[src/rtl/pc_gen_pkg.sv]
// rtl/pc_gen_pkg.sv - shared state type and default vectors for the program-counter generator
package pc_pkg;

    localparam int          PC_XLEN_DEFAULT         = 32;
    localparam int          PC_INSTR_BYTES_DEFAULT  = 4;
    localparam logic [31:0] PC_RESET_VECTOR_DEFAULT = 32'h0000_0000;
    localparam logic [31:0] PC_TRAP_VECTOR_DEFAULT  = 32'h0000_0100;

    typedef enum logic [1:0] {
        PC_BOOT   = 2'd0,
        PC_RUN    = 2'd1,
        PC_HALTED = 2'd2
    } pc_state_t;

    // Number of low address bits that must be zero for an aligned fetch.
    function automatic int pc_align_bits(input int instr_bytes);
        return $clog2(instr_bytes);
    endfunction

endpackage

[src/rtl/pc_gen_if.sv]
// rtl/pc_gen_if.sv - fetch handshake, redirect and halt signals between the pc generator and the IF stage
interface pc_gen_if #(
    parameter int XLEN = 32
);

    logic            fetch_ready;
    logic            redirect_en;
    logic [XLEN-1:0] redirect_target;
    logic            trap_req;
    logic            halt_req;
    logic [XLEN-1:0] pc_out;
    logic            pc_valid;
    logic [XLEN-1:0] pc_plus;
    logic            misalign_err;
    logic            halted;

    modport master (
        input  fetch_ready,
        input  redirect_en,
        input  redirect_target,
        input  trap_req,
        input  halt_req,
        output pc_out,
        output pc_valid,
        output pc_plus,
        output misalign_err,
        output halted
    );

    modport slave (
        output fetch_ready,
        output redirect_en,
        output redirect_target,
        output trap_req,
        output halt_req,
        input  pc_out,
        input  pc_valid,
        input  pc_plus,
        input  misalign_err,
        input  halted
    );

endinterface

[src/rtl/pc_gen_align_chk.sv]
// rtl/pc_gen_align_chk.sv - flags a redirect target whose low alignment bits are not zero
module pc_align_chk #(
    parameter int XLEN        = 32,
    parameter int INSTR_BYTES = 4
) (
    input  logic [XLEN-1:0] target,
    output logic            misaligned
);

    localparam logic [XLEN-1:0] ALIGN_MASK = XLEN'(INSTR_BYTES - 1);

    always_comb begin
        misaligned = |(target & ALIGN_MASK);
    end

endmodule

[src/rtl/pc_gen.sv]
// rtl/pc_gen.sv - program-counter generator with fetch handshake, redirect/trap steering and halt control
module pc_gen
    import pc_pkg::*;
#(
    parameter int              XLEN         = PC_XLEN_DEFAULT,
    parameter logic [XLEN-1:0] RESET_VECTOR = XLEN'(PC_RESET_VECTOR_DEFAULT),
    parameter logic [XLEN-1:0] TRAP_VECTOR  = XLEN'(PC_TRAP_VECTOR_DEFAULT),
    parameter int              INSTR_BYTES  = PC_INSTR_BYTES_DEFAULT
) (
    input  logic     clk,
    input  logic     reset,
    pc_gen_if.master bus
);

    localparam int              ALIGN_BITS = pc_align_bits(INSTR_BYTES);
    localparam logic [XLEN-1:0] STEP       = XLEN'(INSTR_BYTES);

    generate
        if (INSTR_BYTES < 2 || (INSTR_BYTES & (INSTR_BYTES - 1)) != 0) begin : g_bad_step
            $error("pc_gen: INSTR_BYTES must be a power of two and at least 2");
        end
        if ((RESET_VECTOR & (STEP - XLEN'(1))) != '0 || (TRAP_VECTOR & (STEP - XLEN'(1))) != '0) begin : g_bad_vec
            $error("pc_gen: RESET_VECTOR and TRAP_VECTOR must be aligned to INSTR_BYTES");
        end
        if (ALIGN_BITS >= XLEN) begin : g_bad_width
            $error("pc_gen: INSTR_BYTES too large for XLEN");
        end
    endgenerate

    pc_state_t       state_q, state_d;
    logic [XLEN-1:0] pc_q, pc_d;
    logic            misalign_q, misalign_d;

    logic            pc_valid;
    logic            accept;
    logic            redirect_live;
    logic            target_misaligned;
    logic [XLEN-1:0] pc_plus;

    pc_align_chk #(
        .XLEN        (XLEN),
        .INSTR_BYTES (INSTR_BYTES)
    ) u_align_chk (
        .target     (bus.redirect_target),
        .misaligned (target_misaligned)
    );

    always_comb begin
        pc_valid      = (state_q == PC_RUN);
        accept        = pc_valid && bus.fetch_ready;
        pc_plus       = pc_q + STEP;
        redirect_live = bus.redirect_en && (state_q != PC_HALTED);
    end

    // Next-pc priority: trap, then redirect (flushes any accept), then sequential advance, else hold.
    always_comb begin
        pc_d       = pc_q;
        misalign_d = 1'b0;
        if (bus.trap_req) begin
            pc_d = TRAP_VECTOR;
        end else if (redirect_live) begin
            if (target_misaligned) begin
                pc_d       = TRAP_VECTOR;
                misalign_d = 1'b1;
            end else begin
                pc_d = bus.redirect_target;
            end
        end else if (accept) begin
            pc_d = pc_plus;
        end
    end

    // An unaccepted request stays on the bus until the IF stage takes it, so halting waits for ready.
    always_comb begin
        state_d = state_q;
        case (state_q)
            PC_BOOT:   state_d = bus.halt_req ? PC_HALTED : PC_RUN;
            PC_RUN:    state_d = (bus.halt_req && (bus.fetch_ready || !pc_valid)) ? PC_HALTED : PC_RUN;
            PC_HALTED: state_d = bus.halt_req ? PC_HALTED : PC_RUN;
            default:   state_d = PC_BOOT;
        endcase
        if (bus.trap_req) begin
            state_d = PC_RUN;
        end
    end

    always_ff @(posedge clk) begin
        if (reset) begin
            state_q    <= PC_BOOT;
            pc_q       <= RESET_VECTOR;
            misalign_q <= 1'b0;
        end else begin
            state_q    <= state_d;
            pc_q       <= pc_d;
            misalign_q <= misalign_d;
        end
    end

    assign bus.pc_out       = pc_q;
    assign bus.pc_valid     = pc_valid;
    assign bus.pc_plus      = pc_plus;
    assign bus.misalign_err = misalign_q;
    assign bus.halted       = (state_q == PC_HALTED);

endmodule

[src/flat_wrapper.sv]
// flat-port wrapper written by rule: the top's interface ports become plain ports
module pc_gen_flat import pc_pkg::*;
#(
    parameter int              XLEN         = PC_XLEN_DEFAULT,
    parameter logic [XLEN-1:0] RESET_VECTOR = XLEN'(PC_RESET_VECTOR_DEFAULT),
    parameter logic [XLEN-1:0] TRAP_VECTOR  = XLEN'(PC_TRAP_VECTOR_DEFAULT),
    parameter int              INSTR_BYTES  = PC_INSTR_BYTES_DEFAULT
)
  (clk, reset, bus_fetch_ready, bus_redirect_en, bus_redirect_target, bus_trap_req, bus_halt_req, bus_pc_out, bus_pc_valid, bus_pc_plus, bus_misalign_err, bus_halted);
  pc_gen_if #(.XLEN(XLEN)) bus_i ();
  input  logic clk;
  input  logic reset;
  input wire logic [$bits(bus_i.fetch_ready)-1:0] bus_fetch_ready;
  input wire logic [$bits(bus_i.redirect_en)-1:0] bus_redirect_en;
  input wire logic [$bits(bus_i.redirect_target)-1:0] bus_redirect_target;
  input wire logic [$bits(bus_i.trap_req)-1:0] bus_trap_req;
  input wire logic [$bits(bus_i.halt_req)-1:0] bus_halt_req;
  output wire logic [$bits(bus_i.pc_out)-1:0] bus_pc_out;
  output wire logic [$bits(bus_i.pc_valid)-1:0] bus_pc_valid;
  output wire logic [$bits(bus_i.pc_plus)-1:0] bus_pc_plus;
  output wire logic [$bits(bus_i.misalign_err)-1:0] bus_misalign_err;
  output wire logic [$bits(bus_i.halted)-1:0] bus_halted;
  assign bus_i.fetch_ready = bus_fetch_ready;
  assign bus_i.redirect_en = bus_redirect_en;
  assign bus_i.redirect_target = bus_redirect_target;
  assign bus_i.trap_req = bus_trap_req;
  assign bus_i.halt_req = bus_halt_req;
  assign bus_pc_out = bus_i.pc_out;
  assign bus_pc_valid = bus_i.pc_valid;
  assign bus_pc_plus = bus_i.pc_plus;
  assign bus_misalign_err = bus_i.misalign_err;
  assign bus_halted = bus_i.halted;
  pc_gen #(.XLEN(XLEN), .RESET_VECTOR(RESET_VECTOR), .TRAP_VECTOR(TRAP_VECTOR), .INSTR_BYTES(INSTR_BYTES)) u_core (.clk(clk), .reset(reset), .bus(bus_i));
endmodule
[config.mk]
export PLATFORM = sky130hd
export DESIGN_NAME = pc_gen_flat
export DESIGN_NICKNAME = d
export VERILOG_FILES = /design/src/rtl/pc_gen_pkg.sv /design/src/rtl/pc_gen_if.sv /design/src/rtl/pc_gen_align_chk.sv /design/src/rtl/pc_gen.sv /design/src/flat_wrapper.sv
export SDC_FILE = /design/constraint.sdc
export NUM_CORES = 1
export LEC_CHECK = 0
export ABC_AREA = 1
export CAP_MARGIN = 10
export CORE_UTILIZATION = 43
export DETAILED_ROUTE_END_ITERATION = 12
export PLACE_DENSITY = 0.86
export SYNTH_ARGS = -nofsm -noshare
export SYNTH_HDL_FRONTEND = slang
export SYNTH_SLANG_ARGS = --single-unit
[constraint.sdc]
create_clock -name clk -period 2 [get_ports clk]
set_input_delay 0.4 -clock clk [delete_from_list [all_inputs] [get_ports clk]]
set_output_delay 0.4 -clock clk [all_outputs]
set_load 0.02 [all_outputs]
==> impl_metrics.py <==
metrics = {
    "yosys": {
        "synth_top_family_by_area": "simple AND/OR/NAND/NOR gates",
        "syn_inst": 378,
        "synthAdderAreaFrac": 0.00525,
        "synth-main-ff-cell": "dfxtp_1",
        "synth_top_area_cell": "dfxtp_1",
        "synthArstFlopShare": 0,
        "synth.most_common_cell": "nand2_1",
        "synthTopCellsByCount": "105 x nand2_1, 58 x a21oi_1, 37 x nor2_1, 37 x o21ai_0, 35 x dfxtp_1",
        "synth-xor-area-share": 0.0603,
        "yosysSeqAreaShare": 0.294,
        "syn_avg_cell_area_um2": 6.31,
        "synth.area.top_cells": "dfxtp_1 29%, nand2_1 17%, a21oi_1 12%",
        "yosys_warnings": 0,
        "synthMuxAreaShare": 0,
        "synthSimpleGateAreaFrac": 0.358,
        "netlist_area_um2": 2380,
        "synth.distinct_cells": 27,
        "synthesis.nets": 417,
        "synth_edf_count": 0,
        "ys_ff_latch": 35,
        "synth_top_area_frac": 0.294,
        "synth_compound_area_frac": 0.206,
    },
    "grt": {
        "met2_usage": 0.650,
        "antenna_found_initial": 0,
        "use_met1": 0.435,
        "grt_pass1_vias": 3566,
        "grt_usage": 0.382,
        "grt.busiest_layer": "met2",
        "grt_pass1_wl_um": 17800,
        "grt_max_degree": 22,
        "globalRouteMet3Util": 0.0934,
        "grt-ovfl-total": 0,
    },
    "die": {
        "dieArea_um2": 5850,
        "coreArea_um2": 5240,
        "start_util": 0.455,
        "fp.dieH_um": 76.5,
        "rows": 26,
        "die_x_um": 76.5,
        "ioPinCount": 105,
    },
    "clocking": {
        "numCtsBuffers": 5,
        "clock_latency_ps": 310,
        "cts_max_path_buffers": 2,
        "cts_hold_buf": 0,
        "cts_tree": "yes",
        "cts-root-buf": "clkbuf_8",
        "clk_pin_slew_worst_paths_ps": 100,
        "htree_levels": 2,
        "cts.sinks": 35,
    },
    "route": {
        "routed_wl_um": 14600,
        "ant_nets": 0,
        "wl_per_cell_um": 22.9,
        "viasPerCell": 6.35,
        "drc_errors": 0,
        "dr.pass1.iters": 6,
        "routed-via-count": 4055,
        "drtIter0Drc": 711,
    },
    "worst_setup_path": {
        "end_kind": "output pin",
        "timing.critical_path.buf_inv": 1,
        "crit_slowest_cell": "dfxtp_1",
        "cp_top_family": "simple AND/OR/NAND/NOR gates",
        "critical_path.max_stage_delay_ps": 440,
        "reg2reg_depth": 9,
        "path_cells": "nand2_1, nor2_4, nand2_1, nor2_2, nand2_2, nand2_2, nand2_2, buf_6",
        "start_kind": "register",
        "critical_path.max_fanout": 4,
        "worstPathArrival_ps": 1990,
        "worstPathRequired_ps": 1600,
        "timing_worst_setup_path_type": "register to output pin",
        "worst_path_most_repeated_cell": "nand2_2",
        "crit_cells": 8,
    },
    "timing": {
        "min_period_over_period": 1.19,
        "layout_min_cycle_time_ps": 2390,
        "tightest_slew_ps": 363,
        "setup_viol": 26,
        "slew_violations": 0,
        "fin_skew_ps": 16.9,
        "slew_headroom": 0.755,
        "grt_setup_unrepaired": "true",
        "hold_viol_final": 0,
        "max_freq_ghz": 0.419,
        "setup_slack_ps": -386,
    },
    "layout": {
        "regArea_um2": 717,
        "fillers": 208,
        "area_delta_synth_final_pct": 99.3,
        "multi_input_area_um2": 1870,
        "insertedDiodeCount": 0,
        "nets": 607,
        "final_cell_count_no_fill": 639,
        "drive_gt1_frac": 0.422,
    },
    "pwr": {
        "power.internal_w": 0.00152,
        "combPwrFrac": 0.283,
        "switchingPower_w": 0.000707,
        "p_per_area_nw_per_um2": 468,
        "clockPowerShare": 0.371,
        "p_leak_nw": 1.98,
        "switching_share": 0.318,
        "pwr-share-seq": 0.346,
        "irDropWorstVdd_mv": 0.486,
        "p_total_w": 0.00223,
    },
    "job": {
        "drv_cap": 0,
    },
    "min_path": {
        "hold_class": "register to register",
        "hold_depth": 2,
    },
    "place": {
        "dp_cells": 599,
        "gp_congestion": 0.939,
        "dpl.hpwl_um": 6620,
        "io_buffers": 104,
    },
    "status": {
        "violations": "setup timing",
        "status": "complete, but fails checks",
    },
}
final cells by class:
| cell class | instances | area share |
|---|---|---|
| clock buffers | 5 | 0.0145 |
| clock inverters | 3 | 0.0142 |
| inverters | 27 | 0.0219 |
| multi-input cells | 300 | 0.394 |
| flip-flops and latches | 35 | 0.151 |
| well taps | 70 | 0.0184 |
| repair buffers | 199 | 0.386 |
sequential cells by signal (all words and copies together) (netlist names), named ones only:
signal                   flops
u_core.state_q               2
u_core.bus.misalign_err      1
u_core.bus.pc_out           30
path summary, 6_finish.rpt:
path	slack [ps]	endpoint	start
setup / recovery	-390	bus_pc_plus[29]	u_core.bus.pc_out[20]$_SDFFE_PP0P_
setup reg to reg	110	u_core.bus.pc_out[17]$_SDFFE_PP0P_	u_core.bus.pc_out[16]$_SDFFE_PP0P_
hold / removal	510	register	register
hold reg to reg	510	register	register
cell families (layout without fill, tap and decap cells):
kind of cell | after synthesis | in the layout
buf+inv | 43 | 234
flops | 35 | 35
fa+ha+maj | 1 | 1
xor+xnor | 13 | 13
compound gates | 97 | 97
simple gates | 189 | 189
power by group through the flow:
stage	combinational [W]	clock [W]	sequential, W
finish	0.000630	0.000826	0.000770
CTS	0.000544	0.000788	0.000758
detailed placement	0.000529	0	0.000771
global route	0.000652	0.000829	0.000770
global placement	0.000517	0	0.000769
floorplan	0.000191	0	0.000812
per-layer routing:
| layer | part of all wire | vias up |
|---|---|---|
| met5 | 0 | - |
| met4 | 0.094 | 0 |
| met3 | 0.13 | 161 |
| met2 | 0.44 | 458 |
| met1 | 0.34 | 1840 |
| li1 | - | 1596 |
worst reg2reg max path: cells and delay by family, from the launching register on:
family                    cells  cell delay (ps)
AOI/OAI and AO/OA             1              170
xor gates and xnor gates      1              180
buffers and inverters         2              270
DFF                           1              410
and+or+nand+nor               5              760
cells in the final DEF, fill, tap and decap left out, drive strengths merged:
cell	n
nand4	2
o21ai	38
xnor2	4
a21oi	58
clkdlybuf4s50	75
nor3	1
dlymetal6s2s	1
dfxtp	35
and2	4
clkinvlp	1
xor2	9
nand3b	7
nand2	113
nand3	12
nor2	48
clkbuf	5
bufinv	2
o21bai	1
inv	27
buf	122
ha	1
or2	2
dlygate4sd2	1
through the flow:
step	hold WS (ps)	setup WS (ps)	util	setup TNS, ps	cell area, um2
after floorplan	469	80.7	-	0	2390
after global placement	453	-304	0.749	-4580	3920
after detailed placement	470	-433	0.749	-5980	3920
after CTS	487	-164	0.827	-1570	4330
after global routing	529	-447	0.907	-6020	4750
final	510	-386	0.907	-5290	4750
what timing repair did:
action	CTS	global route
gates resized for setup	190	85
setup buffers	16	18
endpoints found under the setup margin	28	28
pin swaps	16	35
Note: power is estimated with default switching activity, not from simulation.
